## config.mk

```make
export PLATFORM = sky130hd
export DESIGN_NAME = alu_accumulator
export DESIGN_NICKNAME = d
export VERILOG_FILES = /design/src/rtl/alu_acc_pkg.sv /design/src/rtl/alu_accumulator_settle_timer.sv /design/src/rtl/alu_accumulator.sv
export SDC_FILE = /design/constraint.sdc
export NUM_CORES = 1
export LEC_CHECK = 0
export ABC_AREA = 1
export BUFFER_PORTS_ARGS = -buffer_cell sky130_fd_sc_hd__buf_4
export CORE_ASPECT_RATIO = 1.5
export CORE_MARGIN = 2
export CORE_UTILIZATION = 50
export DETAILED_ROUTE_END_ITERATION = 7
export PLACE_DENSITY = 0.86
export RECOVER_POWER = 25
export SYNTH_ARGS = -nofsm -noshare
export SYNTH_HDL_FRONTEND = slang
export SYNTH_SLANG_ARGS = --single-unit
```

## constraint.sdc

```tcl
create_clock -name clk -period 1.9 [get_ports clk]
set_input_delay 0.095 -clock clk [delete_from_list [all_inputs] [get_ports clk]]
set_output_delay 0.095 -clock clk [all_outputs]
set_load 0.05 [all_outputs]
```

## src/rtl/alu_acc_pkg.sv

```systemverilog
// Shared types for the ALU accumulator slice.
// Op codes, FSM states and data width.
package alu_acc_pkg;

  localparam int DW = 4;

  typedef enum logic [1:0] {
    OP_ADD  = 2'b00,
    OP_LOAD = 2'b01,
    OP_CLR  = 2'b10,
    OP_RSVD = 2'b11
  } op_e;

  typedef enum logic [1:0] {
    IDLE    = 2'b00,
    SETTLE  = 2'b01,
    CAPTURE = 2'b10
  } state_e;

endpackage

```

## src/rtl/alu_accumulator_settle_timer.sv

```systemverilog
// Down-counter that holds adder operands for a fixed time.
// Loads SETTLE_CYCLES-1 on start, done while the count is 0.
module settle_timer
  import alu_acc_pkg::*;
#(
  parameter int SETTLE_CYCLES = 4,
  parameter int CNT_W         = 3
) (
  input  logic clk,
  input  logic reset_n,
  input  logic start,
  output logic done
);

  logic [CNT_W-1:0] cnt_q;
  logic [CNT_W-1:0] cnt_d;

  // reload on start, otherwise count down and park at 0
  always_comb begin
    cnt_d = cnt_q;
    if (start) begin
      cnt_d = CNT_W'(SETTLE_CYCLES - 1);
    end else if (cnt_q != '0) begin
      cnt_d = cnt_q - 1'b1;
    end
  end

  // counter register
  always_ff @(posedge clk or negedge reset_n) begin
    if (!reset_n) begin
      cnt_q <= '0;
    end else begin
      cnt_q <= cnt_d;
    end
  end

  assign done = (cnt_q == '0);

endmodule

```

## src/rtl/alu_accumulator.sv

```systemverilog
// Handshaked front-end and result capture for a ripple adder.
// Holds operands for SETTLE_CYCLES, then latches sum and flags.
module alu_accumulator
  import alu_acc_pkg::*;
#(
  parameter int SETTLE_CYCLES = 4,
  parameter int CNT_W         = 3
) (
  input  logic          clk,
  input  logic          reset_n,
  input  logic          in_valid,
  output logic          in_ready,
  input  logic [1:0]    in_op,
  input  logic [DW-1:0] in_data,
  output logic [DW-1:0] adder_a,
  output logic [DW-1:0] adder_b,
  input  logic [DW-1:0] adder_sum,
  input  logic          adder_carryout,
  input  logic          adder_overflow,
  output logic [DW-1:0] acc,
  output logic          carry_flag,
  output logic          ovf_flag,
  output logic          ovf_sticky,
  output logic          out_valid
);

  if (SETTLE_CYCLES < 1) begin : g_bad_settle
    $error("SETTLE_CYCLES must be at least 1");
  end
  if ((2 ** CNT_W) <= SETTLE_CYCLES) begin : g_bad_cnt
    $error("CNT_W too narrow for SETTLE_CYCLES");
  end

  state_e        state_q, state_d;
  logic [DW-1:0] acc_q, acc_d;
  logic [DW-1:0] a_q, a_d;
  logic [DW-1:0] b_q, b_d;
  logic          carry_q, carry_d;
  logic          ovf_q, ovf_d;
  logic          sticky_q, sticky_d;
  logic          ov_q, ov_d;
  logic          accept;
  logic          start;
  logic          done;
  op_e           op;

  assign in_ready = (state_q == IDLE) && reset_n;
  assign accept   = in_valid && in_ready;
  assign op       = op_e'(in_op);

  settle_timer #(
    .SETTLE_CYCLES(SETTLE_CYCLES),
    .CNT_W        (CNT_W)
  ) u_timer (
    .clk    (clk),
    .reset_n(reset_n),
    .start  (start),
    .done   (done)
  );

  // next state, operand, accumulator and flag logic
  always_comb begin
    state_d  = state_q;
    acc_d    = acc_q;
    a_d      = a_q;
    b_d      = b_q;
    carry_d  = carry_q;
    ovf_d    = ovf_q;
    sticky_d = sticky_q;
    ov_d     = 1'b0;
    start    = 1'b0;
    unique case (state_q)
      IDLE: begin
        if (accept) begin
          unique case (op)
            OP_ADD: begin
              a_d     = acc_q;
              b_d     = in_data;
              start   = 1'b1;
              state_d = SETTLE;
            end
            OP_LOAD: begin
              acc_d   = in_data;
              carry_d = 1'b0;
              ovf_d   = 1'b0;
              ov_d    = 1'b1;
            end
            OP_CLR: begin
              sticky_d = 1'b0;
              ov_d     = 1'b1;
            end
            default: ;
          endcase
        end
      end
      SETTLE: begin
        if (done) begin
          state_d = CAPTURE;
        end
      end
      CAPTURE: begin
        acc_d    = adder_sum;
        carry_d  = adder_carryout;
        ovf_d    = adder_overflow;
        sticky_d = sticky_q | adder_overflow;
        ov_d     = 1'b1;
        state_d  = IDLE;
      end
      default: state_d = IDLE;
    endcase
  end

  // state and datapath registers
  always_ff @(posedge clk or negedge reset_n) begin
    if (!reset_n) begin
      state_q  <= IDLE;
      acc_q    <= '0;
      a_q      <= '0;
      b_q      <= '0;
      carry_q  <= 1'b0;
      ovf_q    <= 1'b0;
      sticky_q <= 1'b0;
      ov_q     <= 1'b0;
    end else begin
      state_q  <= state_d;
      acc_q    <= acc_d;
      a_q      <= a_d;
      b_q      <= b_d;
      carry_q  <= carry_d;
      ovf_q    <= ovf_d;
      sticky_q <= sticky_d;
      ov_q     <= ov_d;
    end
  end

  assign adder_a    = a_q;
  assign adder_b    = b_q;
  assign acc        = acc_q;
  assign carry_flag = carry_q;
  assign ovf_flag   = ovf_q;
  assign ovf_sticky = sticky_q;
  assign out_valid  = ov_q;

endmodule

```

After elaboration in Yosys (flattened, before gate mapping)
Index checks and enable logic that the tools add are counted.
{ "totals": {"ff_bits": 21, "output_inout_bits": 17, "wordCells": 55} }
{ "op_classes": {"addsub": 1, "n_eq_ne": 9, "n_mux": 22, "bitwise": 1, "n_reduce_logical": 13} }
{ "ops": {"columns": ["op", "n"], "rows": [
  ["3-bit AND reduction", 4],
  ["1-bit 2-to-1 mux", 9],
  ["4-bit 2-to-1 mux", 2],
  ["1-bit case mux with 2 select lines", 4],
  ["4-bit case mux with 2 select lines", 1],
  ["2-bit 2-to-1 mux", 3],
  ["3-bit 2-to-1 mux", 2],
  ["2-bit by 1-bit != test with 1-bit output (second input constant)", 3],
  ["2-bit by 1-bit == test with 1-bit output (second input constant)", 2],
  ["2-bit == test (second input constant)", 2],
  ["2-bit logical NOT", 2],
  ["2-bit != test (second input constant)", 2],
  ["2-bit case mux with 2 select lines", 1],
  ["2-bit nonzero test", 2],
  ["3-bit logical NOT", 1],
  ["3-bit nonzero test", 1],
  ["3-bit by 1-bit subtractor with 3-bit output (second input constant)", 1],
  ["1-bit logical AND", 2],
  ["2-bit OR reduction", 1],
  ["1-bit bitwise OR", 1]
]} }

Longest topological paths before layout
Gate-level depths: netlist of run 1.
{ "depth": {"word_depth": 6, "ltp_mapped": 7, "ltp_nobuf": 7} }

Hierarchy
A second synthesis of run 1 with hierarchy kept.
{ "unflattened": {"cells_unflattened": 130, "hier_area_um2": 1124.8} }
{ "modules_own_cells": {"columns": ["mod", "instances", "cells_each", "area_per_inst_um2", "seq_area_each_um2"], "rows": [
  ["alu_accumulator", 1, 106, 940.9, 450.4],
  ["settle_timer", 1, 24, 183.9, 75.1]
]} }

Least setup slack after synthesis of run 1
Ideal clock, no wire load.
{ "synth_timing": {"path_kind": "reg2out", "from": "reg state_q[1]", "to": "out in_ready", "arrival_time_ps": 1605, "required_time_ps": 1805, "slack_ps": 200, "stages_incl_launch_ff": 3, "path_cell_list": "dfrtp_1 buf_6 nor3_1"} }
{ "synth_between": {"elab_chain_len": 2} }
{ "synth_rtl": {"columns": ["element", "line", "rtl"], "rows": [
  ["start, declared", "alu_accumulator.sv:34", "state_e state_q, state_d;"],
  ["start signal, assigned", "alu_accumulator.sv:125", "state_q <= state_d;"],
  ["2-bit logical NOT", "alu_accumulator.sv:47", "assign in_ready = (state_q == IDLE) && reset_n;"],
  ["1-bit logical AND", "alu_accumulator.sv:47", null],
  ["end, declared", "alu_accumulator.sv:12", "output logic in_ready,"]
]} }
Every way passes these cells.

Final worst setup path of run 1
{ "layout_timing": {"from": "in reset_n", "to": "out in_ready"} }
{ "layout_between": {"elab_chain_len": 1} }
{ "layout_rtl": {"columns": ["element", "line", "rtl"], "rows": [
  ["start, declared", "alu_accumulator.sv:10", "input logic reset_n,"],
  ["1-bit logical AND", "alu_accumulator.sv:47", null]
]} }
Every way passes these cells.

==> results of run 1 <==
-- cells by family (layout without fill, tap and decap cells) --
logic type      Yosys count  in the layout
compound gates            3              3
xor+xnor                  1              1
fa+ha+maj                 5              5
buf+inv                  15             51
flops                    21             21
simple gates             76             76
-- layout by cell type (no fill, tap or decap), drive strengths merged --
master / n
xor2: 1
nand2: 57
nand4: 2
nor2: 3
clkbuf: 4
buf: 31
nand3: 12
dfrtp: 21
ha: 5
dlygate4sd3: 3
inv: 13
nor3: 2
o211ai: 1
o21ai: 2
-- power groups by stage --
stage / clock, W / combinational (W) / sequential (W)
2_1_floorplan: 0 / 0.000445 / 0.00126
3_3_place_gp: 0 / 0.00126 / 0.000784
3_5_place_dp: 0 / 0.00129 / 0.000791
4_1_cts: 0.000210 / 0.00129 / 0.000785
5_1_grt: 0.000239 / 0.00138 / 0.000805
6_report: 0.000210 / 0.00128 / 0.000781
-- final cells by class --
class | instances | share of cell area
inverters | 13 | 0.0376
flip-flops and latches | 21 | 0.386
repair buffers | 34 | 0.193
well taps | 22 | 0.0202
multi-input cells | 85 | 0.344
clock buffers | 4 | 0.0193
-- flip-flops by register name, indices dropped and copies added, names as in the netlist --
register	cells
acc	4
state_q	2
ovf_flag	1
carry_flag	1
adder_a	4
adder_b	4
ovf_sticky	1
u_timer.cnt_q	3
out_valid	1
-- layer usage --
layer / up-vias / share of wire / global-route usage
met4: 0 / 0.0078 / 0.0691
met5: - / 0 / 0
met3: 2 / 0.037 / 0.0298
li1: 444 / - / -
met2: 19 / 0.52 / 0.348
met1: 437 / 0.43 / 0.239
-- what timing repair did --
action	4_1_cts	5_1_grt
buffers inserted	0	0
hold buffers	1	2
gates resized for setup	0	0
hold endpoints to repair	21	2
-- critical path: cells and delay by family --
family                 cells  cell delay [ns]
AND/OR/NAND/NOR            1             0.21
buffers and inverters      4             1.20
-- per-stage QoR --
| step | area, um^2 | hold slack, ns | power [W] |
|---|---|---|---|
| 6_report | 1360 | 0.000825 | 0.00227 |
| 5_1_grt | 1360 | 0.00731 | 0.00242 |
| 4_1_cts | 1340 | 0.00312 | 0.00228 |
| 3_5_place_dp | 1310 | 0.00894 | 0.00208 |
| 3_3_place_gp | 1310 | 0.00585 | 0.00204 |
| 2_1_floorplan | 1060 | -0.201 | 0.00170 |
-- path summary, 6_finish.rpt --
kind                               endpoint  slack (ns)  cells past startpoint            from
hold / removal                   carry_flag      0.0008                      3  adder_carryout
setup reg to reg                 adder_a[1]        0.54                      4      state_q[1]
hold reg to reg                  carry_flag        0.49                      2      carry_flag
setup / recovery                   in_ready        0.30                      5         reset_n
min in group asynchronous  u_timer.cnt_q[2]        0.23                      2         reset_n
max in group asynchronous        adder_a[0]        1.44                      2         reset_n
==> qor.json, run 1 <==
{
  "route": {
    "via_density_per_instance": 5.04,
    "firstDrtPassIters": 4,
    "ant_nets": 0,
    "via_count": 902,
    "drt_first_iter_violations": 45,
    "finalWirelength_um": 2180,
    "post-route-drc-count": 0,
    "avgRoutedWirePerCell_um": 12.2
  },
  "global_route": {
    "globalRoute.totalOverflow": 0,
    "grt_max_degree": 26,
    "antenna_found_initial": 0,
    "grt_pass1_wl_um": 3710,
    "grt_pass1_vias": 858,
    "gr-usage-all-layers": 0.195
  },
  "worst_setup_path": {
    "crit_path_cell_trace": "dlygate4sd3_1 -> buf_4 -> inv_1 -> nor3_1 -> buf_4",
    "largest_fanout_on_the_critical_path": 25,
    "critPathSlowestCell": "sky130_fd_sc_hd__dlygate4sd3_1",
    "crit_type": "input pin to primary output",
    "critical_path.most_common_cell": "sky130_fd_sc_hd__buf_4",
    "setup.worst_path.end_class": "primary output",
    "worst_ep_required_time_ns": 1.80,
    "cp_data_arrival_time_ns": 1.51,
    "cp_slowest_stage_delay_ns": 0.53,
    "crit_path_start_kind": "input pin"
  },
  "clock_tree": {
    "clock_tree.htree_level_count": 1,
    "ctsLongestPathBuffers": 2,
    "clock-sinks": 21,
    "tritoncts": "done",
    "worst_skew_pair_latency_ns": 0.29,
    "path_clk_slew_ns": 0.11,
    "clock-root-buffer": "sky130_fd_sc_hd__clkbuf_4",
    "cts_inserted_buffers": 3
  },
  "floorplanning": {
    "boundary_pins": 32,
    "core_area_um2": 2030,
    "std_cell_rows": 20,
    "die_h_um": 60.5,
    "starting_density_of_the_core": 0.525,
    "dieWidth_um": 41.7,
    "dieArea_um2": 2520
  },
  "placed_design": {
    "half_perimeter_wire_length_after_placement_um": 1740,
    "placed_cells": 172,
    "globalplace.congestion": 0.800,
    "pre_cts_ws_ns": 0.541,
    "port-buffer-count": 31
  },
  "logic_synthesis": {
    "synthTopCellsByArea": "sky130_fd_sc_hd__dfrtp_1 (49%), sky130_fd_sc_hd__nand2_1 (19%), sky130_fd_sc_hd__ha_1 (5.9%), sky130_fd_sc_hd__nand3_1 (5.2%), sky130_fd_sc_hd__inv_1 (4.2%)",
    "yosysTopAreaCellShare": 0.494,
    "synth_most_common_cell": "sky130_fd_sc_hd__nand2_1",
    "synth_fp_nets": 141,
    "seq_area_frac_synth": 0.494,
    "synth.mux.area_fraction": 0,
    "postSynth.asyncResetShare": 1.00,
    "synth_top_family_by_area": "simple AND/OR/NAND/NOR gates",
    "post_synth.cell_area_avg_um2": 8.80,
    "synth-simple-area-share": 0.354,
    "number_of_distinct_library_cells_after_synthesis": 22,
    "synth-seq-cells": 21,
    "adder_cell_share_of_the_synthesized_area": 0.0588,
    "area_fraction_in_compound_gates_after_synthesis": 0.0200,
    "synth.largest_area_cell": "sky130_fd_sc_hd__dfrtp_1",
    "synthesized_instance_count": 121,
    "synth_enable_flop_cells": 0,
    "post_synth_instance_area_um2": 1060,
    "postSynth.topFlopCell": "sky130_fd_sc_hd__dfrtp_1",
    "synth_common_cells": "sky130_fd_sc_hd__nand2_1 (53), sky130_fd_sc_hd__dfrtp_1 (21), sky130_fd_sc_hd__inv_1 (12)",
    "synth-xor-area-share": 0.00823,
    "synth_warnings": 0
  },
  "timing": {
    "rsz0062_at_grt": "false",
    "setup-violations-final": 0,
    "timing.final.ws_setup_ns": 0.297,
    "final_critical_path_share_of_the_clock_period": 0.844,
    "slew-limit-headroom": 0.655,
    "finalMaxSlewViolations": 0,
    "final-hold-violation-count": 0,
    "worstMarginPinSlew_ns": 0.517,
    "finalSetupTns_ns": 0,
    "timing.fmax_ghz": 0.624,
    "clock-skew-final_ns": 0.00116,
    "timing.final.crit_period_ns": 1.60
  },
  "job": {
    "max_cap_violations": 0
  },
  "power": {
    "share_clk_of_total_power": 0.092,
    "power_frac_seq": 0.344,
    "pwr_density_cell_nw_per_um2": 1670,
    "p_switching_w": 0.00116,
    "p_comb_frac": 0.564,
    "vdd.ir_drop.worst_mv": 0.812,
    "swShare": 0.511,
    "total_leakage_power_nw": 0.796,
    "internal_power_w": 0.00111
  },
  "hold_path": {
    "min-delay-path-class": "input pin to flop"
  },
  "cells_and_area": {
    "area_growth_pct": 28.0,
    "post_route_non_filler_standard_cell_count": 179,
    "net_count_of_the_finished_layout": 178,
    "drive_gt1_frac": 0.280,
    "final.fill_count": 157,
    "area_occupied_by_multi_input_gates_um2": 469,
    "utilization": 0.672,
    "seq_area_um2": 526,
    "count_of_antenna_diodes_in_the_layout": 0
  },
  "status": {
    "run_status": "finished, final reports clean"
  }
}
No activity file was read; power rests on OpenSTA's default activity.
==> run 2, diff against run 1 <==
==> constraint.sdc (replaced) <==
create_clock -name clk -period 1.7 [get_ports clk]
set_input_delay 0.085 -clock clk [delete_from_list [all_inputs] [get_ports clk]]
set_output_delay 0.085 -clock clk [all_outputs]
set_load 0.05 [all_outputs]
==> qor.json, run 2 (same netlist as run 1, synthesis figures left out) <==
{
  "timing": {
    "worstMarginPinSlew_ns": 0.517,
    "final-hold-violation-count": 1,
    "clock-skew-final_ns": 0.00116,
    "rsz0062_at_grt": "false",
    "setup-violations-final": 0,
    "final_critical_path_share_of_the_clock_period": 0.900,
    "fin_worst_hold_slack_ns": -0.000734,
    "slew-limit-headroom": 0.656,
    "timing.fmax_ghz": 0.654,
    "finalMaxSlewViolations": 0,
    "finalSetupTns_ns": 0,
    "timing.final.crit_period_ns": 1.53
  },
  "cells_and_area": {
    "drive_gt1_frac": 0.278,
    "count_of_antenna_diodes_in_the_layout": 0,
    "final_cell_mix": "sky130_fd_sc_hd__nand2_1 (53), sky130_fd_sc_hd__buf_4 (30), sky130_fd_sc_hd__dfrtp_1 (21)",
    "seq_area_um2": 526,
    "utilization": 0.679,
    "net_count_of_the_finished_layout": 179,
    "final.fill_count": 154,
    "area_occupied_by_multi_input_gates_um2": 469,
    "area_growth_pct": 29.3,
    "most_frequent_standard_cell_in_the_layout_excluding_fill_and_tap_cells": "sky130_fd_sc_hd__nand2_1"
  },
  "route": {
    "finalWirelength_um": 2190,
    "via_density_per_instance": 4.97,
    "firstDrtPassIters": 4,
    "via_count": 895,
    "drt_first_iter_violations": 40,
    "ant_nets": 0,
    "post-route-drc-count": 0,
    "avgRoutedWirePerCell_um": 12.2
  },
  "global_route": {
    "grt_pass1_vias": 877,
    "antenna_found_initial": 0,
    "grt_max_degree": 26,
    "grt_pass1_wl_um": 3740,
    "globalRoute.totalOverflow": 0,
    "gr-usage-all-layers": 0.196
  },
  "clock_tree": {
    "cts_inserted_buffers": 3,
    "path_clk_slew_ns": 0.11,
    "clock_tree.htree_level_count": 1,
    "ctsLongestPathBuffers": 2,
    "tritoncts": "done",
    "clock-root-buffer": "sky130_fd_sc_hd__clkbuf_4",
    "clock-sinks": 21,
    "worst_skew_pair_latency_ns": 0.29,
    "post-cts-setup-buffer-count": 0
  },
  "worst_setup_path": {
    "cp_data_arrival_time_ns": 1.45,
    "r2r.worst_path.cells": 4,
    "crit_type": "flop to primary output",
    "crit_path_start_kind": "flop",
    "setup.worst_path.end_class": "primary output",
    "worst_ep_required_time_ns": 1.62,
    "r2r_setup_slack_ns": 0.34,
    "largest_fanout_on_the_critical_path": 9,
    "timing.rr.start": "state_q[1]",
    "crit_start": "state_q[1]",
    "critical_path.reg2reg.endpoint": "adder_a[1]"
  },
  "floorplanning": {
    "die_h_um": 60.5,
    "core_area_um2": 2030,
    "boundary_pins": 32,
    "dieArea_um2": 2520,
    "starting_density_of_the_core": 0.525,
    "std_cell_rows": 20,
    "dieWidth_um": 41.7
  },
  "placed_design": {
    "globalplace.congestion": 0.800,
    "half_perimeter_wire_length_after_placement_um": 1740,
    "port-buffer-count": 31
  },
  "hold_path": {
    "min-delay-path-class": "input pin to flop",
    "hold_end": "adder_b[1]",
    "hold_start": "in_data[1]",
    "min_path_cells": 3
  },
  "status": {
    "run_status": "finished with violations",
    "violated_checks": "negative hold slack"
  },
  "power": {
    "pwr_density_cell_nw_per_um2": 1850,
    "total_leakage_power_nw": 0.802,
    "vdd.ir_drop.worst_mv": 0.907
  },
  "job": {
    "max_cap_violations": 0
  }
}
## run 2: layout make-up
cell class                      instances  area share
Timing Repair Buffer                   35       0.201
Clock buffer                            4      0.0191
Tap cell                               22      0.0200
Sequential cell                        21       0.382
Inverter                               13      0.0373
Multi-Input combinational cell         85       0.341
## run 2: critical path, cell delays in order (launching register included)
cell	delay, ns
sky130_fd_sc_hd__dfrtp_1	0.58
sky130_fd_sc_hd__nor3_1	0.32
sky130_fd_sc_hd__buf_4	0.25
## run 2: how the worst max path moves through the flow
stage / cells after the start / slack [ns] / to
global placement: 4 / 0.41 / u_timer.cnt_q[2]
global route: 5 / 0.06 / in_ready
finish: 2 / 0.17 / in_ready
CTS: 5 / 0.09 / in_ready
detailed placement: 4 / 0.34 / adder_a[2]
floorplan: 2 / 0.01 / in_ready
## run 2: per-layer routing
layer | up-vias | track usage | wire [um]
met2 | 21 | 0.353 | 1140
met4 | 0 | 0.0691 | 17
met5 | - | 0 | 0
met1 | 426 | 0.238 | 951
met3 | 2 | 0.0327 | 84
li1 | 446 | - | -
## run 2: repair_timing
action | CTS | global route
gates resized for setup | 0 | 1
hold endpoints to repair | 24 | 0
hold buffers | 4 | 0
setup endpoints to repair | 0 | 1
## run 2: per-stage QoR
| step | std cells | cell area (um^2) | setup WS, ns | total power [W] |
|---|---|---|---|---|
| after floorplan | 121 | 1060 | 0.00985 | 0.00190 |
| after global placement | 172 | 1310 | 0.408 | 0.00228 |
| after detailed placement | 172 | 1310 | 0.341 | 0.00232 |
| after CTS | 180 | 1370 | 0.0880 | 0.00256 |
| after global routing | 180 | 1380 | 0.0566 | 0.00271 |
| final | 180 | 1380 | 0.170 | 0.00254 |
## run 2: power breakdown
part	internal, W	switching (W)
clock network	0.0000911	0.000143
registers	0.000709	0.000165
logic	0.000445	0.000990
total	0.00124	0.00130
